--- src/rtl/sync_tff_down_counter.sv ---
// Synchronous down counter built from per-bit toggle cells, with parallel
// load, count enable, free-running wrap mode and one-shot (stop-at-zero) mode.

// One count bit: a T flip-flop with a synchronous parallel-load path.
module sync_tff_down_counter_cell (
    input  logic clk,
    input  logic reset,
    input  logic t,
    input  logic ld,
    input  logic d,
    output logic q
);
    // Reset clears; load overrides toggle.
    always_ff @(posedge clk or posedge reset) begin
        if (reset)
            q <= 1'b0;
        else if (ld)
            q <= d;
        else if (t)
            q <= ~q;
    end
endmodule

module sync_tff_down_counter #(
    parameter int WIDTH = 3
) (
    input  logic             clk,
    input  logic             reset,
    input  logic             en,
    input  logic             load,
    input  logic [WIDTH-1:0] load_val,
    input  logic             mode,
    output logic [WIDTH-1:0] Q,
    output logic             zero,
    output logic             halted,
    output logic             wrap,
    output logic             done
);
    typedef enum logic {COUNT = 1'b0, HALT = 1'b1} state_t;

    localparam logic [WIDTH-1:0] ONE = {{(WIDTH-1){1'b0}}, 1'b1};

    state_t           state, state_nxt;
    logic             dec;
    logic             wrap_nxt, done_nxt;
    logic [WIDTH-1:0] t;
    logic [WIDTH-1:0] q;

    assign Q      = q;
    assign zero   = (q == '0);
    assign halted = (state == HALT);

    // Borrow chain: a bit toggles when every lower bit is zero.
    assign t[0] = dec;
    genvar i;
    generate
        for (i = 1; i < WIDTH; i++) begin : g_chain
            assign t[i] = t[i-1] & ~q[i-1];
        end
        for (i = 0; i < WIDTH; i++) begin : g_cell
            sync_tff_down_counter_cell u_cell (
                .clk  (clk),
                .reset(reset),
                .t    (t[i]),
                .ld   (load),
                .d    (load_val[i]),
                .q    (q[i])
            );
        end
    endgenerate

    // State and pulse registers.
    always_ff @(posedge clk or posedge reset) begin
        if (reset) begin
            state <= HALT;
            wrap  <= 1'b0;
            done  <= 1'b0;
        end else begin
            state <= state_nxt;
            wrap  <= wrap_nxt;
            done  <= done_nxt;
        end
    end

    // Next state, decrement qualify and pulse generation; load beats en.
    always_comb begin
        state_nxt = state;
        dec       = 1'b0;
        wrap_nxt  = 1'b0;
        done_nxt  = 1'b0;
        if (load) begin
            state_nxt = COUNT;
        end else if (en) begin
            if (!mode) begin
                dec       = 1'b1;
                state_nxt = COUNT;
                wrap_nxt  = zero;
            end else if (state == COUNT) begin
                if (zero) begin
                    // Loaded with zero: stop without a done pulse.
                    state_nxt = HALT;
                end else begin
                    dec = 1'b1;
                    if (q == ONE) begin
                        state_nxt = HALT;
                        done_nxt  = 1'b1;
                    end
                end
            end
        end
    end
endmodule

--- config.mk ---
export PLATFORM = sky130hd
export DESIGN_NAME = sync_tff_down_counter
export DESIGN_NICKNAME = d
export VERILOG_FILES = /design/src/rtl/sync_tff_down_counter.sv
export SDC_FILE = /design/constraint.sdc
export NUM_CORES = 1
export LEC_CHECK = 0
export CAP_MARGIN = 25
export CORE_AREA = 4 4 41 43
export CTS_BUF_LIST = sky130_fd_sc_hd__clkbuf_4
export DETAILED_ROUTE_END_ITERATION = 7
export DIE_AREA = 0 0 45 47
export PLACE_DENSITY = 0.55
export SLEW_MARGIN = 15
export SYNTH_ARGS = -nofsm -noshare
export SYNTH_HDL_FRONTEND = slang
export SYNTH_SLANG_ARGS = --single-unit
--- constraint.sdc ---
create_clock -name clk -period 1.5 [get_ports clk]
set_clock_uncertainty 0.05 [all_clocks]
set_input_delay 0.3 -clock clk [delete_from_list [all_inputs] [get_ports clk]]
set_output_delay 0.3 -clock clk [all_outputs]
set_load 0.01 [all_outputs]
# Word-level counts from Yosys, hierarchy flattened
# Cells that the tools add are included.
totals:
  regBits: 6
  in_bits: 8
  output_inout_bits: 7
  wordCells: 42
classes:
  eq_ne: 1
  mux: 25
  n_bitwise: 5
  n_reduce_logical: 5
ops:
  columns: ["operator", "count"]
  rows:
  - ["$mux 1", 25]
  - ["$reduce_bool 2->1", 4]
  - ["$eq 3x1->1 const B", 1]
  - ["$logic_not 3->1", 1]
  - ["$not 1->1", 3]
  - ["$and 1x1->1", 2]

# Logic depth before layout (Yosys ltp)
logic_depth:
  word_depth: 10
  depth_mapped: 3
  ltp_nobuf: 3

# Hierarchy
# Synthesis repeated with hierarchy kept, for this count alone.
hier_totals:
  hier_cells: 34
  area_unflattened_um2: 334.1
by_module_without_submodules:
  columns: ["module", "instances", "cells_per_inst", "area_per_inst_um2", "seq_area_each_um2"]
  rows:
  - ["sync_tff_down_counter", 1, 19, 195.2, 76.3]
  - ["sync_tff_down_counter_cell", 3, 5, 46.3, 25.0]

# Least setup slack after synthesis
# No wires, ideal clock.
synth_timing:
  kind: "reg2reg"
  from: "register g_cell[0].u_cell.q"
  to: "register g_cell[2].u_cell.q"
  setup_ns: 0.126
  arrival_time_ns: 1.251
  required_ns: 1.324
  slack_ns: 0.072
  path_stages_with_launch: 4
  path_buffers: 0
  synth_period_minus_slack_ns: 1.428
  cell_sequence: "dfrtp_1 > nand2b_2 > or3b_1 > a311o_1"
synth_between:
  elab_chain_cells: 9
  elab_cells_between_ends: 10
  cone_classes: "5 x mux; 3 x bitwise; 2 x reduce/logical"
synth_lines:
  columns: ["item", "line", "source"]
  rows:
  - ["start: declaration", "11", "output logic q"]
  - ["start signal: assignment", "20", "q <= ~q;"]
  - ["$logic_not 3->1", "50", "assign zero = (q == '0);"]
  - ["$mux 1", "99", "if (zero) begin"]
  - ["$mux 1", "98", "end else if (state == COUNT) begin"]
  - ["$mux 1", "94", "if (!mode) begin"]
  - ["$mux 1", "93", "end else if (en) begin"]
  - ["$mux 1", "91", "if (load) begin"]
  - ["$and 1x1->1 (*) (2 in a row)", "58", "assign t[i] = t[i-1] & ~q[i-1];"]
  - ["$reduce_bool 2->1 (no source line) (*)", null, null]
  - ["end signal: assignment", "20", null]
  - ["end: declaration", "11", null]
# Every way passes the cells marked *; elsewhere a longest branch is shown, timed or not.
# A chain may end at the register's enable or synchronous reset.

# Worst setup path after layout
layout_timing:
  from: "register wrap"
  to: "output wrap"
layout_rtl:
  columns: ["item", "line", "source"]
  rows:
  - ["start: declaration", "36", "output logic wrap,"]
  - ["start signal: assignment", "80", "wrap <= wrap_nxt;"]
# No word-level cell between the ends.

==> qor.json <==
{
  "status": {
    "status": "finished clean"
  },
  "clocking": {
    "clk_transition_reported_paths_ns": 0.06,
    "clock_insertion_delay_worst_skew_ns": 0.26,
    "cts_inserted_buffers": 3,
    "root_buffer": "clkbuf_4",
    "cts_sinks": 6,
    "clk_path_buf_depth": 2,
    "tritoncts_clock_tree": "done",
    "htree_num_levels": 1
  },
  "cells_and_area": {
    "post_route_cells_drive_above_1_share": 0.311,
    "nets": 70,
    "finish.utilization": 0.447,
    "post-route-cell-area_um2": 582,
    "antenna-diode-count": 0,
    "final_cells": 76,
    "area_delta_synth_final_pct": 70.3
  },
  "global_routing": {
    "grt_pass1_wl_mm": 1.29,
    "global_route.overflow_total": 0,
    "number_of_antenna_violations_at_the_first_check_in_global_routing": 0,
    "grt_use_total": 0.0875,
    "first_global_vias": 325,
    "grt_max_degree": 9
  },
  "timing": {
    "grt_setup_unrepaired": "no",
    "finalCritPeriodShare": 0.961,
    "timing.fmax_ghz": 0.693,
    "timing.final.max_slew_violations": 0,
    "slew-limit-headroom": 0.725,
    "actual_slew_at_the_worst_max_slew_pin_ns": 0.401,
    "hold_viol": 0,
    "endpoints_failing_setup": 0,
    "postLayoutSetupSlackWorst_ns": 0.0579,
    "period_needed_ns": 1.44
  },
  "floorplanning": {
    "num_rows": 13,
    "initial_utilization": 0.263,
    "die_w_um": 45,
    "dieArea_um2": 2120,
    "chipHeight_um": 47,
    "io_pins": 15,
    "design.core.area_um2": 1300
  },
  "job": {
    "timing.max_cap.violations": 0
  },
  "synthesis": {
    "synth.yosys.seq_area_share": 0.443,
    "yosysTopAreaCellShare": 0.366,
    "synth.top_cells.by_count": "dfrtp_1, buf_4, inv_1",
    "synthCells": 36,
    "post_synth_edffs": 0,
    "netlist_area_um2": 342,
    "synth.avg_cell_area_um2": 9.49,
    "synth.lib_cells_used.distinct": 24,
    "synthTopCellsByArea": "dfrtp_1, dfstp_2, buf_4, nor2b_1, inv_1",
    "synthArstFlopShare": 1.00,
    "synth_largest_area_cell": "dfrtp_1",
    "synth_most_common_cell": "dfrtp_1",
    "post_syn_nets": 44,
    "ys_ff_latch": 6,
    "number_of_warnings_reported_in_the_yosys_synthesis_log": 0,
    "dominantRegCellSynth": "dfrtp_1"
  },
  "drt": {
    "detail-route-antenna-nets": 0,
    "via_per_inst": 4.59,
    "drt_iter0_drc": 1,
    "routed-via-count": 349,
    "route.detailed.wl_per_inst_um": 11.5,
    "drt-total-wl_um": 874,
    "post-route-drc-count": 0,
    "number_of_detailed_route_iterations_in_the_first_pass": 3
  },
  "power_and_ir_drop": {
    "vdd_drop_max_uv": 393,
    "power_density_nw_per_um2": 911,
    "total_leakage_power_nw": 0.279
  },
  "placement": {
    "gp_congestion": 0.818,
    "dpl-instance-area_um2": 542,
    "post-place-cells": 70,
    "numPortBuffers": 14,
    "hpwlAfterDp_um": 682,
    "placement.setup.worst_slack_ns": -0.240
  },
  "worst_hold_path": {
    "holdCritPathClass": "in -> async"
  },
  "critical_path": {
    "cell_chain_critical_path": "clkdlybuf4s50_1",
    "timing.critical_path.to_type": "primary output",
    "crit_required_ns": 1.15,
    "timing.critical_path.slowest_cell_delay_ns": 0.52,
    "cp_max_fo": 1,
    "family_of_cells_with_the_greatest_summed_delay_on_the_critical_path": "buffers and inverters",
    "arrival_ns": 1.09,
    "worst_setup_path_start_kind": "flip-flop",
    "criticalPathCategory": "reg -> out",
    "critical_path.slowest_cell": "clkdlybuf4s50_1",
    "cp.buffers_inverters": 1
  }
}
==> layout by cell type, fill, tap and decap left out, types with 2 or more instances in the layout <==
cell type / n
buf_4: 11
clkbuf_4: 4
clkdlybuf4s50_1: 8
dfrtp_1: 5
dlygate4sd2_1: 4
inv_1: 3
nand2_1: 2
nor2_1: 2
nor2b_1: 2
nor3_1: 2
==> logic make-up (layout without fill, tap and decap cells) <==
logic type	Yosys count	after routing	synth area share
buf+inv	7	32	0.110
simple gates	16	16	0.275
flops	6	6	0.443
compound gates	7	7	0.172
==> state kept, by name, summed over array words and instances, names as in the netlist <==
name             count
wrap                 1
halted               1
done                 1
g_cell.u_cell.q      3
==> where the power goes <==
part,switching [W],total [W],leakage (nW),internal (W)
registers,0.00000765,0.000184,0.0747,0.000176
clock network,0.0000714,0.000191,0.0184,0.000120
logic,0.0000637,0.000155,0.186,0.0000910
==> cell type report <==
cell class | instances | area (µm²)
fill | 141 | 719
timing repair buffer | 25 | 215
multi-input combinational | 23 | 155
sequential | 6 | 151
clock buffer | 4 | 30.0
tap | 15 | 18.8
inverter | 3 | 11.3
==> final timing paths <==
check / end / cells past startpoint / start / slack, ns
hold reg to reg: g_cell[2].u_cell.q / 2 / g_cell[2].u_cell.q / 0.59
max in group asynchronous: halted / 2 / reset / 0.91
min in group clk: wrap / 4 / en / 0.41
setup / recovery: wrap / 1 / wrap / 0.06
setup reg to reg: g_cell[2].u_cell.q / 3 / g_cell[0].u_cell.q / 0.07
hold / removal: wrap / 2 / reset / 0.22
==> repair_timing <==
| action | CTS | global route |
|---|---|---|
| resized for setup | 9 | 1 |
| setup buffers | 0 | 2 |
| hold buffers | 0 | 0 |
| endpoints found under the setup margin | 5 | 1 |
==> per-layer routing <==
metal  share of wire  track usage  vias to the layer above
met4           0.010       0.0526                        0
met5               0            0                        -
met1            0.43       0.0928                      158
met3           0.074       0.0268                        2
li1                -            -                      177
met2            0.49        0.153                       12
==> through the flow <==
step,TNS (ns),hold WS (ns),power (W)
2_1_floorplan,0,0.0402,0.000260
3_3_place_gp,-0.671,0.488,0.000342
3_5_place_dp,-0.600,0.493,0.000343
4_1_cts,0,0.219,0.000525
5_1_grt,0,0.237,0.000553
6_report,0,0.215,0.000530
Note: power is estimated with default switching activity, not from simulation.
